File: src/rtl/if_fetch_if.sv
// Bundle of the fetch unit's external signals: the EX/control inputs, the
// instruction BRAM port and the valid/ready channel towards decode.
interface if_fetch_if #(
    parameter int ADDR_BITS = 10
);
    // Control from the pipeline
    logic                 fetch_en;
    logic                 redirect_valid;
    logic [31:0]          redirect_pc;

    // Instruction BRAM port A
    logic                 imem_ena;
    logic                 imem_wea;
    logic [ADDR_BITS-1:0] imem_addra;
    logic [31:0]          imem_dina;
    logic [31:0]          imem_douta;

    // Fetch-to-decode channel and status
    logic                 if_valid;
    logic                 if_ready;
    logic [31:0]          if_pc;
    logic [31:0]          if_instr;
    logic                 if_misalign;
    logic [31:0]          fetch_count;

    // The fetch unit itself
    modport master (
        input  fetch_en, redirect_valid, redirect_pc, imem_douta, if_ready,
        output imem_ena, imem_wea, imem_addra, imem_dina,
        output if_valid, if_pc, if_instr, if_misalign, fetch_count
    );

    // The surroundings: control, BRAM and decode
    modport slave (
        output fetch_en, redirect_valid, redirect_pc, imem_douta, if_ready,
        input  imem_ena, imem_wea, imem_addra, imem_dina,
        input  if_valid, if_pc, if_instr, if_misalign, fetch_count
    );
endinterface

File: src/rtl/if_fetch.sv
// Instruction-fetch front end: reads the instruction BRAM (1-cycle read
// latency) and hands {pc, instr} to decode over a valid/ready handshake.
module if_fetch #(
    parameter logic [31:0] RESET_PC  = 32'h0000_0000,
    parameter int          ADDR_BITS = 10
) (
    input  logic         clk,
    input  logic         rst_n,
    if_fetch_if.master   bus
);

    localparam logic [31:0] INSTR_BYTES = 32'd4;

    logic [31:0]          pc_next_q,     pc_next_d;
    logic                 f1_valid_q,    f1_valid_d;
    logic [31:0]          f1_pc_q,       f1_pc_d;
    logic                 misalign_q,    misalign_d;
    logic [31:0]          fetch_count_q, fetch_count_d;

    logic                 adv;
    logic                 accept;
    logic [31:0]          redirect_tgt;
    logic                 ena;
    logic [ADDR_BITS-1:0] addra;

    // The output slot can take a new word when it is empty or being drained.
    assign adv          = !f1_valid_q || bus.if_ready;
    assign redirect_tgt = {bus.redirect_pc[31:2], 2'b00};

    assign bus.if_valid = f1_valid_q && !bus.redirect_valid && rst_n;
    assign accept       = bus.if_valid && bus.if_ready;

    // NOTE: every signal gets a default at the top of always_comb, so no path
    // leaves it unassigned and no latch is inferred.
    always_comb begin
        ena           = 1'b0;
        addra         = pc_next_q[ADDR_BITS+1:2];
        pc_next_d     = pc_next_q;
        f1_valid_d    = f1_valid_q;
        f1_pc_d       = f1_pc_q;
        misalign_d    = misalign_q;
        fetch_count_d = fetch_count_q + {31'd0, accept};

        if (!rst_n) begin
            ena = 1'b0;
        end else if (bus.redirect_valid) begin
            // Redirect kills the slot and fetches the target straight away.
            ena        = 1'b1;
            addra      = bus.redirect_pc[ADDR_BITS+1:2];
            f1_valid_d = 1'b1;
            f1_pc_d    = redirect_tgt;
            pc_next_d  = redirect_tgt + INSTR_BYTES;
            if (bus.redirect_pc[1:0] != 2'b00) begin
                misalign_d = 1'b1;
            end
        end else if (adv) begin
            if (bus.fetch_en) begin
                ena        = 1'b1;
                addra      = pc_next_q[ADDR_BITS+1:2];
                f1_valid_d = 1'b1;
                f1_pc_d    = pc_next_q;
                pc_next_d  = pc_next_q + INSTR_BYTES;
            end else begin
                f1_valid_d = 1'b0;
            end
        end
        // Stall: the BRAM is left disabled so douta, and thus if_instr, holds.
    end

    // NOTE: state updates use non-blocking assignments so every register sees
    // the pre-edge value of every other register; reset is sampled on the edge.
    always_ff @(posedge clk) begin
        if (!rst_n) begin
            pc_next_q     <= RESET_PC;
            f1_valid_q    <= 1'b0;
            f1_pc_q       <= 32'd0;
            misalign_q    <= 1'b0;
            fetch_count_q <= 32'd0;
        end else begin
            pc_next_q     <= pc_next_d;
            f1_valid_q    <= f1_valid_d;
            f1_pc_q       <= f1_pc_d;
            misalign_q    <= misalign_d;
            fetch_count_q <= fetch_count_d;
        end
    end

    assign bus.imem_ena    = ena;
    assign bus.imem_addra  = addra;
    assign bus.imem_wea    = 1'b0;
    assign bus.imem_dina   = 32'd0;

    assign bus.if_pc       = f1_pc_q;
    assign bus.if_instr    = bus.imem_douta;
    assign bus.if_misalign = misalign_q;
    assign bus.fetch_count = fetch_count_q;

endmodule

File: src/flat_wrapper.sv
// flat-port wrapper written by rule: the top's interface ports become plain ports
module if_fetch_flat 
#(
    parameter logic [31:0] RESET_PC  = 32'h0000_0000,
    parameter int          ADDR_BITS = 10
)
  (clk, rst_n, bus_fetch_en, bus_redirect_valid, bus_redirect_pc, bus_imem_douta, bus_if_ready, bus_imem_ena, bus_imem_wea, bus_imem_addra, bus_imem_dina, bus_if_valid, bus_if_pc, bus_if_instr, bus_if_misalign, bus_fetch_count);
  if_fetch_if #(.ADDR_BITS(ADDR_BITS)) bus_i ();
  input  logic clk;
  input  logic rst_n;
  input wire logic [$bits(bus_i.fetch_en)-1:0] bus_fetch_en;
  input wire logic [$bits(bus_i.redirect_valid)-1:0] bus_redirect_valid;
  input wire logic [$bits(bus_i.redirect_pc)-1:0] bus_redirect_pc;
  input wire logic [$bits(bus_i.imem_douta)-1:0] bus_imem_douta;
  input wire logic [$bits(bus_i.if_ready)-1:0] bus_if_ready;
  output wire logic [$bits(bus_i.imem_ena)-1:0] bus_imem_ena;
  output wire logic [$bits(bus_i.imem_wea)-1:0] bus_imem_wea;
  output wire logic [$bits(bus_i.imem_addra)-1:0] bus_imem_addra;
  output wire logic [$bits(bus_i.imem_dina)-1:0] bus_imem_dina;
  output wire logic [$bits(bus_i.if_valid)-1:0] bus_if_valid;
  output wire logic [$bits(bus_i.if_pc)-1:0] bus_if_pc;
  output wire logic [$bits(bus_i.if_instr)-1:0] bus_if_instr;
  output wire logic [$bits(bus_i.if_misalign)-1:0] bus_if_misalign;
  output wire logic [$bits(bus_i.fetch_count)-1:0] bus_fetch_count;
  assign bus_i.fetch_en = bus_fetch_en;
  assign bus_i.redirect_valid = bus_redirect_valid;
  assign bus_i.redirect_pc = bus_redirect_pc;
  assign bus_i.imem_douta = bus_imem_douta;
  assign bus_i.if_ready = bus_if_ready;
  assign bus_imem_ena = bus_i.imem_ena;
  assign bus_imem_wea = bus_i.imem_wea;
  assign bus_imem_addra = bus_i.imem_addra;
  assign bus_imem_dina = bus_i.imem_dina;
  assign bus_if_valid = bus_i.if_valid;
  assign bus_if_pc = bus_i.if_pc;
  assign bus_if_instr = bus_i.if_instr;
  assign bus_if_misalign = bus_i.if_misalign;
  assign bus_fetch_count = bus_i.fetch_count;
  if_fetch #(.RESET_PC(RESET_PC), .ADDR_BITS(ADDR_BITS)) u_core (.clk(clk), .rst_n(rst_n), .bus(bus_i));
endmodule
File: config.mk
export PLATFORM = sky130hd
export DESIGN_NAME = if_fetch_flat
export DESIGN_NICKNAME = d
export VERILOG_FILES = /design/src/rtl/if_fetch_if.sv /design/src/rtl/if_fetch.sv /design/src/flat_wrapper.sv
export SDC_FILE = /design/constraint.sdc
export NUM_CORES = 1
export LEC_CHECK = 0
export ABC_AREA = 1
export ABC_CLOCK_PERIOD_IN_PS = 2500
export CELL_PAD_IN_SITES_DETAIL_PLACEMENT = 0
export CELL_PAD_IN_SITES_GLOBAL_PLACEMENT = 1
export CORE_MARGIN = 2
export CORE_UTILIZATION = 28
export CTS_CLUSTER_DIAMETER = 60
export DETAILED_ROUTE_END_ITERATION = 7
export PLACE_DENSITY_LB_ADDON = 0.15
export SYNTH_ARGS = -nofsm -noshare
export SYNTH_HDL_FRONTEND = slang
export SYNTH_SLANG_ARGS = --single-unit
File: constraint.sdc
create_clock -name clk -period 2.5 [get_ports clk]
set_input_delay 0.5 -clock clk [delete_from_list [all_inputs] [get_ports clk]]
set_output_delay 0.5 -clock clk [all_outputs]
set_load 0.02 [all_outputs]
Word level (Yosys, flattened, before mapping)
Index checks and enable logic that the tools add are counted.
{"block": "op_classes", "n_mux": 14, "n_addsub": 3, "bitwise": 1, "n_reduce_logical": 13}
{"cell": "$mux W32", "n": 6}
{"cell": "$add A32 B3 Y32 const B", "n": 2}
{"cell": "$add A32 B1 Y32", "n": 1}
{"cell": "$mux W10", "n": 2}
{"cell": "$mux W1", "n": 6}
{"cell": "$reduce_and A2 Y1", "n": 3}
{"cell": "$reduce_bool A2 Y1", "n": 3}
{"cell": "$logic_and A1 B1 Y1", "n": 3}
{"cell": "$logic_not A1 Y1", "n": 2}
{"cell": "$reduce_or A2 Y1", "n": 1}
{"cell": "$logic_or A1 B1 Y1", "n": 1}
{"cell": "$not A1 Y1", "n": 1}
{"block": "word_totals", "word_cells": 37, "ff_bits": 98}

Longest topological paths before layout
{"block": "depth", "depth_word": 5, "ltp_mapped": 16, "mapped_depth_nobuf": 14}

Worst setup path after synthesis
OpenSTA, ideal clock, no wires.
{"block": "synth_timing", "path_kind": "input to register", "from": "input bus_redirect_valid", "to": "register u_core.fetch_count_q[20] (netlist: u_core.bus.fetch_count[20])", "path_buffers": 3, "slack_ns": -0.184, "stages": 15, "arrival_time_ns": 2.564, "path_cell_list": "buf_6 buf_8 buf_6 nor4_1 ha_1 ha_1 nand2_1 nor2_1 nand2_1 nor2_2 nand2_1 nor2_1 nand2_1 o21ai_0 a21oi_1"}
{"block": "synth_via", "elab_chain_len": 5}
{"element": "start, declared", "line_no": "flat_wrapper.sv:12", "rtl": "input wire logic [$bits(bus_i.redirect_valid)-1:0] bus_redirect_valid;"}
{"element": "$logic_not A1 Y1", "line_no": "if_fetch.sv:30", "rtl": "assign bus.if_valid = f1_valid_q && !bus.redirect_valid && rst_n;"}
{"element": "$logic_and A1 B1 Y1 (2 in series)", "line_no": "if_fetch.sv:30"}
{"element": "$logic_and A1 B1 Y1", "line_no": "if_fetch.sv:31", "rtl": "assign accept = bus.if_valid && bus.if_ready;"}
{"element": "$add A32 B1 Y32", "line_no": "if_fetch.sv:42", "rtl": "fetch_count_d = fetch_count_q + {31'd0, accept};"}
{"element": "end signal, assigned", "line_no": "if_fetch.sv:84", "rtl": "fetch_count_q <= fetch_count_d;"}
{"element": "end, declared", "line_no": "if_fetch.sv:18", "rtl": "logic [31:0] fetch_count_q, fetch_count_d;"}
Every way passes these cells.
A chain may end at the register's enable or synchronous reset.

Final worst setup path
{"block": "layout_timing", "from": "input bus_redirect_pc[5]", "to": "output bus_imem_addra[3]"}
{"block": "layout_via", "elab_chain_len": 2}
{"element": "start, declared", "line_no": "flat_wrapper.sv:13", "rtl": "input wire logic [$bits(bus_i.redirect_pc)-1:0] bus_redirect_pc;"}
{"element": "$mux W10", "line_no": "if_fetch.sv:46", "rtl": "end else if (bus.redirect_valid) begin"}
{"element": "$mux W10", "line_no": "if_fetch.sv:44", "rtl": "if (!rst_n) begin"}
{"element": "end, declared", "line_no": "flat_wrapper.sv:18", "rtl": "output wire logic [$bits(bus_i.imem_addra)-1:0] bus_imem_addra;"}
Every way passes these cells.

==> results.md <==
- The flow ran to the end, and the final reports show no timing, DRC or antenna violations.
- The tree is rooted in a sky130_fd_sc_hd__clkbuf_16.
- The area share of the leading cell type in the synthesized netlist is 0.322.
- Setup repair after global routing left no endpoint under its margin.
- The number of max-cap violations is 0.
- The multi-input combinational cell area is 0.00309 sq mm.
- The count of unique library cells instantiated by Yosys is 46.
- The layout overhead on the synthesized area is 29.7%.
- The clock tree from TritonCTS is yes.
- The worst-case IR drop observed on VDD is 319 uV.
- STA classifies the critical path endpoint as an output pin.
- The number of optimization iterations in the first detailed-route pass is 5.
- The pin count of the biggest net entering global routing is 50.
- The fraction of final layout cells sized beyond drive strength 1 is 0.143.
- The number of buffers added to fix hold violations after cts is 0.
- The area taken by flip-flops and latches is 0.00188 sq mm.
- The I/O pin count is 211.
- Of the total power, the clock network draws 0.376.
- In this run the standard cell core region covers 0.0204 sq mm.
- The total standard cell area after synthesis is 0.00585 sq mm.
- Subtracting the final worst setup slack from the clock period gives 2.37 ns.
- The net count reported at finish is 1,089.
- The critical path class is input pin to output pin.
- Input and output buffers added on the ports amount to 111.
- After detailed routing, the number of vias per cell comes to 4.28.
- The startpoint of the lowest-slack register-to-register path is u_core.f1_valid_q.
- The initial antenna violation count is 0.
- The placer's final routability congestion estimate is 0.781.
- The remaining antenna violation count after routing is 0.
- The routed wirelength normalized by instance count is 13.5 um.
- The share of total power in combinational logic is 0.204.
- For this block, the routed nets add up to 17.5 mm of wire.
- The first global-routing pass estimated 28.1 mm of wire.
- The detailed-route DRC error count is 0.
- The portion of the post-synthesis area used by sequential elements is 0.322.
- The total of fill cells in the finished design is 2,247.
- The highest attainable clock frequency is 422 MHz.
- The synthesized area per cell is 6.51 sq um.
- Synthesis handed over a netlist of 899 instances.
- Setup violations remaining at the end of the flow were counted as 0.
- For the pin with the worst max-slew slack, the measured transition is 0.511 ns.
- The launch instance of the worst min-delay path is u_core.bus.if_misalign.
- The data arrival at the endpoint of the critical path is 1.87 ns.
- Measured along the x axis, the die boundary spans 149 um.
- After clock tree synthesis, the clock-pin slew on the worst setup and hold paths is 0.07 ns.
- The number of antenna diodes in the final layout is 0.
- Cell internal power was estimated by the tool at 2700 uW.
- The number of global-route vias before repair was 5,362.
- Summed over all nets, the switching power comes to 1140 uW.
- In the finished design, the share of the clock period the worst path needs comes to 0.948.
- Measured against its own limit, the worst slew margin works out to 0.657.
- The initial utilization of the core area, before any placement, comes to 0.287.
- Measured on the finished design, the core utilization comes to 0.373.
- The most used flip-flop cell after synthesis is sky130_fd_sc_hd__dfxtp_1.
- The sequential cell fraction of total power is 0.420.
- The net switching share of the total power is 0.297.
- In this run, the number of DRC markers left after iteration 0 of detailed routing was 261.
- The routed layout has 5,532 vias.
- The CTS buffer count is 9.
- The count of flip-flops with a built-in enable after synthesis is 0.
- The maximum net fanout on the critical path is 2.
- The flip-flop and latch count after synthesis is 94.
- The clock network latency to the later pin of the worst-skew pair is 0.35 ns.
- The cell depth of the worst min-delay path is 2.
- The placement row count is 52.
- The number of sinks on the clock net is 94.
- STA classifies the critical path startpoint as an input pin.
- In this run the vertical extent of the chip is 149 um.
- The share of synthesized registers carrying an async set or reset is 0.
- After synthesis, the cell types taking the most area are sky130_fd_sc_hd__dfxtp_1 32%, sky130_fd_sc_hd__nand2_1 16%, sky130_fd_sc_hd__buf_4 8.7%, sky130_fd_sc_hd__nor2_1 6.9%, sky130_fd_sc_hd__inv_1 6.0%.
- The count of endpoints failing hold in the final timing report is 0.
- Detailed placement ended at an HPWL of 13.3 mm.
- The leftover overflow at the end of global routing is 0.
- After layout, the design draws a total of 3840 uW.
- The analysis attributes to cell leakage a power of 0.00323 uW.
- For the final database, setup skew stands at 0.00964 ns.
- The cell total after placement is 1,273.
- sky130_fd_sc_hd__dfxtp_1 takes more of the synthesized area than any other cell.
- Tracing the worst setup path back leads to its startpoint at bus_redirect_pc[5].
- Excluding fillers, the count of instances in the completed layout stands at 1,292.
- The power density normalized to cell area is 506 mW/mm^2.
- The die footprint is 0.0221 sq mm.
- For the worst setup path, the data required time is 2.00 ns.
- The number of slew-limit violations in the final report was 0.
- For the worst flop-to-flop path, the logic depth is 13.
- The worst min-delay path class is flop to flop.
- Counting along the longest clock path gives a buffer depth of 2.
- The total of warnings raised by yosys is 0.
- CTS built an H-tree with a depth of 3.
- In the global route stage, overall resource usage came out at 0.161.
[power groups by stage]
stage          Sequential (uW)  Combinational, uW  Clock (uW)
3_3_place_gp              1650                798           0
6_report                  1610                785        1450
4_1_cts                   1610                795        1500
2_1_floorplan             1690                536           0
5_1_grt                   1620                874        1550
3_5_place_dp              1650                796           0
[cell type report]
class	count	area share
Clock buffer	12	0.0325
Clock inverter	4	0.00726
Inverter	96	0.0485
Multi-Input combinational cell	644	0.407
Sequential cell	94	0.248
Tap cell	270	0.0445
Timing Repair Buffer	172	0.212
[worst max-delay path, cell delays in order]
cell                              delay, ns
sky130_fd_sc_hd__clkdlybuf4s50_1       0.45
sky130_fd_sc_hd__nand2_1               0.06
sky130_fd_sc_hd__nand2_1               0.10
sky130_fd_sc_hd__nand2_1               0.05
sky130_fd_sc_hd__o21ai_0               0.08
sky130_fd_sc_hd__clkdlybuf4s50_1       0.63
[routing by layer]
metal | up-vias | track usage | part of all wire
li1 | 2979 | - | -
met1 | 2442 | 0.207 | 0.47
met5 | - | 0 | 0
met2 | 107 | 0.280 | 0.48
met3 | 4 | 0.0273 | 0.040
met4 | 0 | 0.0429 | 0.0051
[flip-flops by register name, summed over array words and instances (netlist names)]
signal,cells
u_core.pc_next_q,30
u_core.bus.if_pc,30
u_core.f1_valid_q,1
u_core.bus.fetch_count,32
u_core.bus.if_misalign,1
[cell families after synthesis]
kind of cell | after synthesis | share of synthesized area
other | 1 | 0.000641
multiplexers | 1 | 0.00171
XOR/XNOR | 4 | 0.00599
flip-flops | 94 | 0.322
AND/OR/NAND/NOR | 477 | 0.364
AO/OA/AOI/OAI | 124 | 0.117
adder cells (fa/ha/maj) | 3 | 0.00642
buffers and inverters | 195 | 0.182
[metrics by stage]
step	area [sq um]	hold slack [ns]	TNS (ns)	worst slack, ns
global placement	7240	0.442	-8.08	-0.414
detailed placement	7240	0.446	-7.10	-0.381
CTS	7530	0.455	0	0.0169
global route	7590	0.483	0	0.0254
floorplan	6010	0.479	0	0.0480
finish	7590	0.450	0	0.130
[cells in the mapped netlist (3+ instances only)]
| cell type | n |
|---|---|
| sky130_fd_sc_hd__o21ai_2 | 5 |
| sky130_fd_sc_hd__nor3_1 | 20 |
| sky130_fd_sc_hd__inv_1 | 93 |
| sky130_fd_sc_hd__ha_1 | 3 |
| sky130_fd_sc_hd__nand2_2 | 19 |
| sky130_fd_sc_hd__xor2_1 | 3 |
| sky130_fd_sc_hd__dfxtp_1 | 94 |
| sky130_fd_sc_hd__clkbuf_1 | 17 |
| sky130_fd_sc_hd__o21bai_1 | 3 |
| sky130_fd_sc_hd__o21ai_1 | 4 |
| sky130_fd_sc_hd__nand3b_1 | 7 |
| sky130_fd_sc_hd__nor2_4 | 6 |
| sky130_fd_sc_hd__buf_6 | 4 |
| sky130_fd_sc_hd__a21oi_1 | 51 |
| sky130_fd_sc_hd__buf_4 | 68 |
| sky130_fd_sc_hd__buf_8 | 3 |
| sky130_fd_sc_hd__nor2_2 | 8 |
| sky130_fd_sc_hd__nor3b_1 | 3 |
| sky130_fd_sc_hd__nor4_1 | 4 |
| sky130_fd_sc_hd__nand3_1 | 35 |
| sky130_fd_sc_hd__nand3_2 | 4 |
| sky130_fd_sc_hd__nand2_1 | 247 |
| sky130_fd_sc_hd__buf_2 | 6 |
| sky130_fd_sc_hd__nor2_1 | 108 |
| sky130_fd_sc_hd__nand4_1 | 8 |
| sky130_fd_sc_hd__o21ai_0 | 49 |
[repair_timing]
item / CTS / global route
setup endpoints to repair: 6 / 18
buffers inserted: 0 / 3
pin swaps: 1 / 5
gates resized for setup: 5 / 10
[path summary, 6_finish.rpt]
path	end	slack, ns
worst min-delay path	u_core.bus.if_misalign	0.45
worst max register to register	u_core.bus.fetch_count[20]	0.43
worst min register to register	u_core.bus.if_misalign	0.45
worst max-delay path	bus_imem_addra[3]	0.13
[cells in the final DEF (no fill, tap or decap), types with 3 or more instances in the layout]
cell type | netlist | final
sky130_fd_sc_hd__nor4_1 | 4 | 3
sky130_fd_sc_hd__xor2_1 | 3 | 3
sky130_fd_sc_hd__nand2_1 | 247 | 244
sky130_fd_sc_hd__buf_4 | 68 | 57
sky130_fd_sc_hd__inv_1 | 93 | 91
sky130_fd_sc_hd__nand4_1 | 8 | 8
sky130_fd_sc_hd__nand3b_1 | 7 | 7
sky130_fd_sc_hd__nand3_2 | 4 | 5
sky130_fd_sc_hd__a21oi_1 | 51 | 51
sky130_fd_sc_hd__inv_2 | 2 | 4
sky130_fd_sc_hd__dlygate4sd2_1 | 0 | 5
sky130_fd_sc_hd__nand3_1 | 35 | 34
sky130_fd_sc_hd__nor2_2 | 8 | 10
sky130_fd_sc_hd__nand2_2 | 19 | 22
sky130_fd_sc_hd__o21bai_1 | 3 | 3
sky130_fd_sc_hd__dfxtp_1 | 94 | 94
sky130_fd_sc_hd__clkdlybuf4s50_1 | 0 | 102
sky130_fd_sc_hd__nor3b_1 | 3 | 3
sky130_fd_sc_hd__o21ai_2 | 5 | 7
sky130_fd_sc_hd__o21ai_0 | 49 | 47
sky130_fd_sc_hd__nor2_4 | 6 | 8
sky130_fd_sc_hd__nor2_1 | 108 | 104
sky130_fd_sc_hd__nor3_1 | 20 | 20
sky130_fd_sc_hd__conb_1 | 1 | 35
sky130_fd_sc_hd__o21ai_1 | 4 | 4
sky130_fd_sc_hd__buf_12 | 0 | 4
sky130_fd_sc_hd__clkbuf_16 | 0 | 9
Note: power is estimated with default switching activity, not from simulation.
